File: config.mk
export PLATFORM = sky130hd
export DESIGN_NAME = seq_mac_multiplier_flat
export DESIGN_NICKNAME = d
export VERILOG_FILES = /design/src/rtl/seq_mac_if.sv /design/src/rtl/seq_mac_multiplier.sv /design/src/flat_wrapper.sv
export SDC_FILE = /design/constraint.sdc
export NUM_CORES = 1
export LEC_CHECK = 0
export CAP_MARGIN = 10
export CORE_ASPECT_RATIO = 2
export CORE_MARGIN = 5
export CORE_UTILIZATION = 40
export CTS_BUF_LIST = sky130_fd_sc_hd__clkbuf_4
export DETAILED_ROUTE_END_ITERATION = 8
export GPL_TIMING_DRIVEN = 0
export MAX_ROUTING_LAYER = met4
export PLACE_DENSITY = 0.72
export SLEW_MARGIN = 20
export SYNTH_ARGS = -nofsm -noshare
export SYNTH_HDL_FRONTEND = slang
export SYNTH_SLANG_ARGS = --single-unit
File: constraint.sdc
create_clock -name clk -period 3.89 [get_ports clk]
set_input_delay 0.5835 -clock clk [delete_from_list [all_inputs] [get_ports clk]]
set_output_delay 0.5835 -clock clk [all_outputs]
set_load 0.02 [all_outputs]
File: src/rtl/seq_mac_if.sv
// Bundle of request/response signals for the sequential MAC multiply stage.
//
// Handshake: the master raises start with operands and modes valid; the
// slave samples them only when not busy (IDLE or DONE). busy is high for the
// N computation cycles; done pulses for exactly one cycle when product (and
// acc, if accumulating) carry the new result. start seen while busy is
// ignored, and a start present during the done cycle begins the next
// operation immediately. clr_acc is honoured on any clock edge.
interface seq_mac_if #(
   parameter int M     = 4,
   parameter int N     = 3,
   parameter int ACC_W = M + N + 4
);
   logic             start;
   logic             signed_mode;
   logic             acc_en;
   logic             clr_acc;
   logic [M-1:0]     num1;
   logic [N-1:0]     num2;
   logic             busy;
   logic             done;
   logic [M+N-1:0]   product;
   logic [ACC_W-1:0] acc;
   logic             overflow;

   modport master (
      output start, signed_mode, acc_en, clr_acc, num1, num2,
      input  busy, done, product, acc, overflow
   );

   modport slave (
      input  start, signed_mode, acc_en, clr_acc, num1, num2,
      output busy, done, product, acc, overflow
   );
endinterface

File: src/rtl/seq_mac_multiplier.sv
// Sequential shift-add M x N multiplier with sign handling and an
// accumulator that has sticky overflow. One partial product per clock;
// operands are converted to magnitudes at start and the sign is applied
// once at the end.
module seq_mac_multiplier #(
   parameter int M     = 4,
   parameter int N     = 3,
   parameter int ACC_W = M + N + 4
) (
   input  logic       clk,
   input  logic       rst_n,
   seq_mac_if.slave   bus,
   output logic [1:0] dbg_state
);
   localparam int PW = M + N;
   localparam int IW = $clog2(N + 1);

   typedef enum logic [1:0] {
      S_IDLE = 2'd0,
      S_RUN  = 2'd1,
      S_DONE = 2'd2
   } state_t;

   state_t           state_q, state_d;
   logic [IW-1:0]    idx_q, idx_d;
   logic [PW-1:0]    mcand_q, mcand_d;     // |num1|, shifted left each RUN cycle
   logic [N-1:0]     mplier_q, mplier_d;   // |num2|, shifted right each RUN cycle
   logic [PW-1:0]    partial_q, partial_d;
   logic             sign_q, sign_d;
   logic             smode_q, smode_d;
   logic             acc_en_q, acc_en_d;
   logic [PW-1:0]    product_q, product_d;
   logic [ACC_W-1:0] acc_q, acc_d;
   logic             ovf_q, ovf_d;
   logic             busy_q, busy_d;
   logic             done_q, done_d;

   logic [M-1:0]     mag1;
   logic [N-1:0]     mag2;
   logic             sign_in;
   logic             last;
   logic [PW-1:0]    partial_sum;
   logic [PW-1:0]    prod_new;
   logic [ACC_W-1:0] ext;
   logic [ACC_W-1:0] acc_base;
   logic             ovf_base;
   logic [ACC_W:0]   sum;
   logic             new_ovf;

   // Next-state, datapath and accumulator update for one clock.
   always_comb begin
      state_d   = state_q;
      idx_d     = idx_q;
      mcand_d   = mcand_q;
      mplier_d  = mplier_q;
      partial_d = partial_q;
      sign_d    = sign_q;
      smode_d   = smode_q;
      acc_en_d  = acc_en_q;
      product_d = product_q;
      acc_d     = acc_q;
      ovf_d     = ovf_q;

      // Operand magnitudes and result sign as they would be latched now;
      // the most negative value negates to itself, which reads correctly
      // as an unsigned magnitude.
      mag1    = bus.num1;
      mag2    = bus.num2;
      sign_in = 1'b0;
      if (bus.signed_mode) begin
         if (bus.num1[M-1]) mag1 = ~bus.num1 + M'(1);
         if (bus.num2[N-1]) mag2 = ~bus.num2 + N'(1);
         sign_in = bus.num1[M-1] ^ bus.num2[N-1];
      end

      last        = (state_q == S_RUN) && (idx_q == IW'(N - 1));
      partial_sum = partial_q + (mplier_q[0] ? mcand_q : '0);
      prod_new    = sign_q ? (~partial_sum + PW'(1)) : partial_sum;

      // Extend the finished product to accumulator width per its mode.
      ext = ACC_W'(prod_new);
      if (smode_q && prod_new[PW-1]) ext = ext | ~(ACC_W'({PW{1'b1}}));

      // Clear takes effect before a coincident add.
      acc_base = bus.clr_acc ? '0 : acc_q;
      ovf_base = bus.clr_acc ? 1'b0 : ovf_q;
      sum      = {1'b0, acc_base} + {1'b0, ext};
      if (smode_q)
         new_ovf = (acc_base[ACC_W-1] == ext[ACC_W-1]) &&
                   (sum[ACC_W-1] != acc_base[ACC_W-1]);
      else
         new_ovf = sum[ACC_W];

      case (state_q)
         S_IDLE, S_DONE: begin
            if (bus.start) begin
               state_d   = S_RUN;
               idx_d     = '0;
               mcand_d   = PW'(mag1);
               mplier_d  = mag2;
               partial_d = '0;
               sign_d    = sign_in;
               smode_d   = bus.signed_mode;
               acc_en_d  = bus.acc_en;
            end else begin
               state_d = S_IDLE;
            end
         end
         S_RUN: begin
            partial_d = partial_sum;
            mcand_d   = mcand_q << 1;
            mplier_d  = mplier_q >> 1;
            idx_d     = idx_q + IW'(1);
            if (last) begin
               state_d   = S_DONE;
               product_d = prod_new;
            end
         end
         default: state_d = S_IDLE;
      endcase

      if (last && acc_en_q) begin
         acc_d = sum[ACC_W-1:0];
         ovf_d = ovf_base | new_ovf;
      end else if (bus.clr_acc) begin
         acc_d = '0;
         ovf_d = 1'b0;
      end

      busy_d = (state_d == S_RUN);
      done_d = (state_d == S_DONE);
   end

   // All state and registered outputs; reset aborts any operation in flight.
   always_ff @(posedge clk or negedge rst_n) begin
      if (!rst_n) begin
         state_q   <= S_IDLE;
         idx_q     <= '0;
         mcand_q   <= '0;
         mplier_q  <= '0;
         partial_q <= '0;
         sign_q    <= 1'b0;
         smode_q   <= 1'b0;
         acc_en_q  <= 1'b0;
         product_q <= '0;
         acc_q     <= '0;
         ovf_q     <= 1'b0;
         busy_q    <= 1'b0;
         done_q    <= 1'b0;
      end else begin
         state_q   <= state_d;
         idx_q     <= idx_d;
         mcand_q   <= mcand_d;
         mplier_q  <= mplier_d;
         partial_q <= partial_d;
         sign_q    <= sign_d;
         smode_q   <= smode_d;
         acc_en_q  <= acc_en_d;
         product_q <= product_d;
         acc_q     <= acc_d;
         ovf_q     <= ovf_d;
         busy_q    <= busy_d;
         done_q    <= done_d;
      end
   end

   assign bus.busy     = busy_q;
   assign bus.done     = done_q;
   assign bus.product  = product_q;
   assign bus.acc      = acc_q;
   assign bus.overflow = ovf_q;
   assign dbg_state    = state_q;
endmodule

File: src/flat_wrapper.sv
// flat-port wrapper written by rule: the top's interface ports become plain ports
module seq_mac_multiplier_flat 
#(
   parameter int M     = 4,
   parameter int N     = 3,
   parameter int ACC_W = M + N + 4
)
  (clk, rst_n, dbg_state, bus_start, bus_signed_mode, bus_acc_en, bus_clr_acc, bus_num1, bus_num2, bus_busy, bus_done, bus_product, bus_acc, bus_overflow);
  seq_mac_if #(.M(M), .N(N), .ACC_W(ACC_W)) bus_i ();
  input  logic clk;
  input  logic rst_n;
  output logic [1:0] dbg_state;
  input wire logic [$bits(bus_i.start)-1:0] bus_start;
  input wire logic [$bits(bus_i.signed_mode)-1:0] bus_signed_mode;
  input wire logic [$bits(bus_i.acc_en)-1:0] bus_acc_en;
  input wire logic [$bits(bus_i.clr_acc)-1:0] bus_clr_acc;
  input wire logic [$bits(bus_i.num1)-1:0] bus_num1;
  input wire logic [$bits(bus_i.num2)-1:0] bus_num2;
  output wire logic [$bits(bus_i.busy)-1:0] bus_busy;
  output wire logic [$bits(bus_i.done)-1:0] bus_done;
  output wire logic [$bits(bus_i.product)-1:0] bus_product;
  output wire logic [$bits(bus_i.acc)-1:0] bus_acc;
  output wire logic [$bits(bus_i.overflow)-1:0] bus_overflow;
  assign bus_i.start = bus_start;
  assign bus_i.signed_mode = bus_signed_mode;
  assign bus_i.acc_en = bus_acc_en;
  assign bus_i.clr_acc = bus_clr_acc;
  assign bus_i.num1 = bus_num1;
  assign bus_i.num2 = bus_num2;
  assign bus_busy = bus_i.busy;
  assign bus_done = bus_i.done;
  assign bus_product = bus_i.product;
  assign bus_acc = bus_i.acc;
  assign bus_overflow = bus_i.overflow;
  seq_mac_multiplier #(.M(M), .N(N), .ACC_W(ACC_W)) u_core (.clk(clk), .rst_n(rst_n), .bus(bus_i), .dbg_state(dbg_state));
endmodule
==> out/summary.md <==
The flow ran to the end, but the final reports show violations. The checks that failed: negative setup slack. The setup slack after layout is -0.00811 ns, and the arrival time reported for the critical path endpoint is 4.20 ns.

Top cell type by total area after synthesis: sky130_fd_sc_hd__dfrtp_1. The total overflow left after global routing is 0. The clock transition at the registers of the reported paths works out to 0.14 ns. The power after layout is 2.86 mW.

The maximum count of clock buffers along a single path was 2; the global-route wire length before repair was 11300 um. After synthesis, the share of flip-flops with an asynchronous set or reset is 100%. The tools report the placer's final routability congestion estimate as 0.944. The maximum fanout count along the critical path works out to 6. The number of hold buffers added after CTS was 0. Dividing total power by cell area gives a power density of 760 nW/um^2. The critical path is of the reg2reg type. Headroom to the max-slew limit came out at 54.8%. The die covers 9010 um^2. Final worst-path cycle share: 100%. For the gate count of the mapped netlist, the log shows 311. The final routed DRC violation total was 0. The slack of the worst reg-to-reg path was -0.008 ns; the filler cell count was 595.

The area share of the largest cell type after synthesis is 39.6%. The distinct cell type count of the synthesized netlist is 53, and the number of hold violations in the final report is 0. Kind of end point of the critical path: a flop. The run gives 465 as the count of non-filler cells in the finished layout. Cells fill 54.1% of the core in the end.

For this run, the top clock speed supported by timing is 257 MHz. In this run the worst hold path is classified as in2async. The core region is 6940 um^2. The routed length per placed instance works out to 15.6 um. Setup repair after global routing could not meet its margin everywhere. Registers take 1130 um^2. After the first detailed-routing iteration, the DRC count stood at 166.

Measured along the x axis, the die boundary spans 69.7 um. For the worst-skew pair, the clock arrives at the later sink with an insertion delay of 0.39 ns. The number of slew-limit violations in the final report is 0, and the share of post-route cells with drive strength above 1 is 20.6%.

Root buffer cell: sky130_fd_sc_hd__clkbuf_4. At the end of the flow, the number of nets in the layout was 405. Summing all multi-input logic gate instances after layout gives 1830 um^2. A synthesized cell averages 9.15 um^2. In this run the remaining antenna-violating nets after routing total 0.

The analysis attributes to cell leakage a power of 1.69 nW. Counting tap cells, the placed design contains a total of 437 instances. The number of cells on the worst reg-to-reg path is 16. STA classifies the critical path startpoint as a flop. The via count of the first global-routing pass is 2477, and the total number of vias is 2592.

The area added between synthesis and finish was 32.0%. Clock skew on the completed layout was measured at 0.0197 ns. The sum of routed wire length over all layers came out at 7260 um.

TritonCTS built the clock tree. The maximum vdd ir drop was 0.308 mV; the height of the chip was 129 um. The first-pass iteration count of the detailed router was 7. Among all flip-flop cells after synthesis, the most frequent one is sky130_fd_sc_hd__dfrtp_1. The initial utilization of the core area, before any placement, comes to 41.0%.

Input and output buffers added on the ports amount to 35. Counting every sink on the clock net gives 45. TritonCTS created 5 clock buffers. The tools report the data required time at the worst endpoint as 4.20 ns.

The worst path in the final design needs a cycle of 3.90 ns, including I/O delays and setup. The synthesized design contains 0 enable-type register cells. The tools report the count of H-tree levels built during CTS as 2.

The reported max-cap violation count was 0; the number of warning messages in the yosys log was 0. The run gives 1 as the number of failing setup endpoints in the final timing report. Global routing consumed, over all layers together, 15.9% of the routing resources. The net count of the mapped netlist is 343.

The worst-margin pin slew was 0.675 ns. The worst flop-to-flop path endpoint is u_core.bus.overflow. Proportion of synthesized chip area in sequential cells: 39.6%. In the routed layout, each cell is associated on average with a via count of 5.57. For the number of cell rows, the log shows 43. The number of antenna violations at the first check in global routing is 1. 36 I/O pins were placed. After legalization and detailed placement, the total HPWL measured 5360 um. Entering global routing, the biggest net connects 25 pins.

Total of flip-flops plus latches after synthesis: 45. The worst register-to-register path begins at u_core.mplier_q[0]. After synthesis the cells add up to 2850 um^2.

After synthesis, the cell types taking the most area are sky130_fd_sc_hd__dfrtp_1, sky130_fd_sc_hd__ha_1, sky130_fd_sc_hd__nand2_1.
==> what timing repair did <==
item | in CTS | in global routing
setup endpoints to repair | 5 | 5
resized for setup | 18 | 29
buffers inserted | 8 | 11
pin swaps | 11 | 25
==> worst max path at each step <==
stage,end,depth (start not counted),start
after CTS,u_core.bus.acc[10],16,u_core.mplier_q[0]
after detailed placement,u_core.bus.overflow,16,u_core.mplier_q[0]
final,u_core.bus.overflow,16,u_core.mplier_q[0]
after floorplan,u_core.bus.overflow,16,u_core.mplier_q[0]
after global placement,u_core.bus.overflow,16,u_core.mplier_q[0]
after global routing,u_core.bus.overflow,16,u_core.mplier_q[0]
==> layer usage <==
| metal | wire [um] | global-route usage (%) |
|---|---|---|
| met4 | 240 | 8.13 |
| met1 | 2620 | 15.3 |
| met2 | 4150 | 30.5 |
| met5 | 0 | - |
| met3 | 239 | 2.17 |
==> cells in the final DEF (no fill, tap or decap), drive strengths merged, types with 3 or more instances in the layout <==
| master | instances |
|---|---|
| a22o | 7 |
| nand4 | 3 |
| nor2b | 13 |
| ha | 17 |
| a22oi | 6 |
| mux2i | 4 |
| o22ai | 3 |
| o211ai | 3 |
| and2 | 7 |
| clkbuf | 14 |
| mux2 | 5 |
| a21oi | 7 |
| a211oi | 5 |
| o31ai | 6 |
| inv | 13 |
| a211o | 3 |
| a31oi | 4 |
| o21ai | 29 |
| nor2 | 18 |
| buf | 22 |
| xnor2 | 11 |
| clkdlybuf4s50 | 34 |
| or2 | 3 |
| dfrtp | 45 |
| nand3 | 6 |
| a32o | 3 |
| nand2 | 49 |
| nand2b | 5 |
==> logic make-up (layout without fill, tap and decap cells) <==
group / after synthesis / after routing / synth area share [%]
AO/OA/AOI/OAI: 86 / 86 / 21.3
XOR/XNOR: 12 / 12 / 3.69
adder cells (fa/ha/maj): 20 / 20 / 9.27
buffers and inverters: 23 / 86 / 3.08
flip-flops: 45 / 45 / 39.6
multiplexers: 9 / 9 / 3.38
other: 0 / 1 / 0
AND/OR/NAND/NOR: 116 / 116 / 19.7
==> stage by stage <==
stage	hold WS, ns	setup WS, ns	area (um^2)	TNS, ns
5_1_grt	0.176	-0.148	3760	-0.329
3_5_place_dp	0.463	-0.447	3340	-1.65
6_report	0.146	-0.00811	3760	-0.00811
2_1_floorplan	0.288	0.0354	2860	0
4_1_cts	0.146	0.0110	3530	0
3_3_place_gp	0.460	-0.368	3320	-1.27
==> critical path, stage by stage, from the launching register on <==
cell and delay [ns]:
sky130_fd_sc_hd__dfrtp_2 0.44, sky130_fd_sc_hd__and2_4 0.17, sky130_fd_sc_hd__ha_4 0.16, sky130_fd_sc_hd__fa_2 0.56
sky130_fd_sc_hd__inv_4 0.05, sky130_fd_sc_hd__ha_4 0.21, sky130_fd_sc_hd__nand2_4 0.07, sky130_fd_sc_hd__o21ai_4 0.08
sky130_fd_sc_hd__fa_2 0.42, sky130_fd_sc_hd__a21o_1 0.22, sky130_fd_sc_hd__o21ba_4 0.24, sky130_fd_sc_hd__o22ai_4 0.19
sky130_fd_sc_hd__o21ai_1 0.11, sky130_fd_sc_hd__a32o_2 0.29, sky130_fd_sc_hd__o211ai_2 0.24, sky130_fd_sc_hd__a31oi_2 0.14
sky130_fd_sc_hd__o31ai_2 0.23
==> synth_stat cells, drive strengths merged, types with 2 or more instances <==
| library cell | number |
|---|---|
| or2 | 3 |
| nor2b | 13 |
| a22o | 7 |
| nand3 | 6 |
| nand4 | 3 |
| o22ai | 3 |
| dfrtp | 45 |
| fa | 2 |
| nor3 | 2 |
| nor2 | 18 |
| nand2b | 5 |
| a21oi | 7 |
| and2 | 7 |
| ha | 17 |
| a32o | 3 |
| a31oi | 4 |
| o21ai | 29 |
| o21a | 2 |
| o31ai | 6 |
| mux2i | 4 |
| clkbuf | 8 |
| and4 | 2 |
| a21boi | 2 |
| mux2 | 5 |
| o211ai | 3 |
| inv | 13 |
| and3 | 2 |
| a211o | 3 |
| nand2 | 49 |
| a22oi | 6 |
| a211oi | 5 |
| xnor2 | 11 |
==> report_power, final <==
group	switching [mW]	internal, mW
clock network	0.162	0.144
registers	0.110	0.632
logic	0.996	0.813
total	1.27	1.59
==> final cells by class <==
| class | count | share of cell area, % |
|---|---|---|
| diodes | 1 | 0.0666 |
| plain buffers | 9 | 0.932 |
| inverters | 14 | 1.47 |
| well taps | 90 | 3.00 |
| clock buffers | 6 | 1.20 |
| repair buffers | 55 | 13.5 |
| multi-input cells | 243 | 48.8 |
| clock inverters | 2 | 1.03 |
| flip-flops and latches | 45 | 30.0 |
==> sequential cells by signal, summed over array words and instances (netlist names) <==
name	cells
u_core.acc_en_q	1
u_core.bus.acc	11
u_core.bus.busy	1
u_core.bus.done	1
u_core.bus.overflow	1
u_core.bus.product	7
u_core.dbg_state	2
u_core.idx_q	2
u_core.mcand_q	7
u_core.mplier_q	3
u_core.partial_q	7
u_core.sign_q	1
u_core.smode_q	1
No activity file was read; power rests on OpenSTA's default activity.
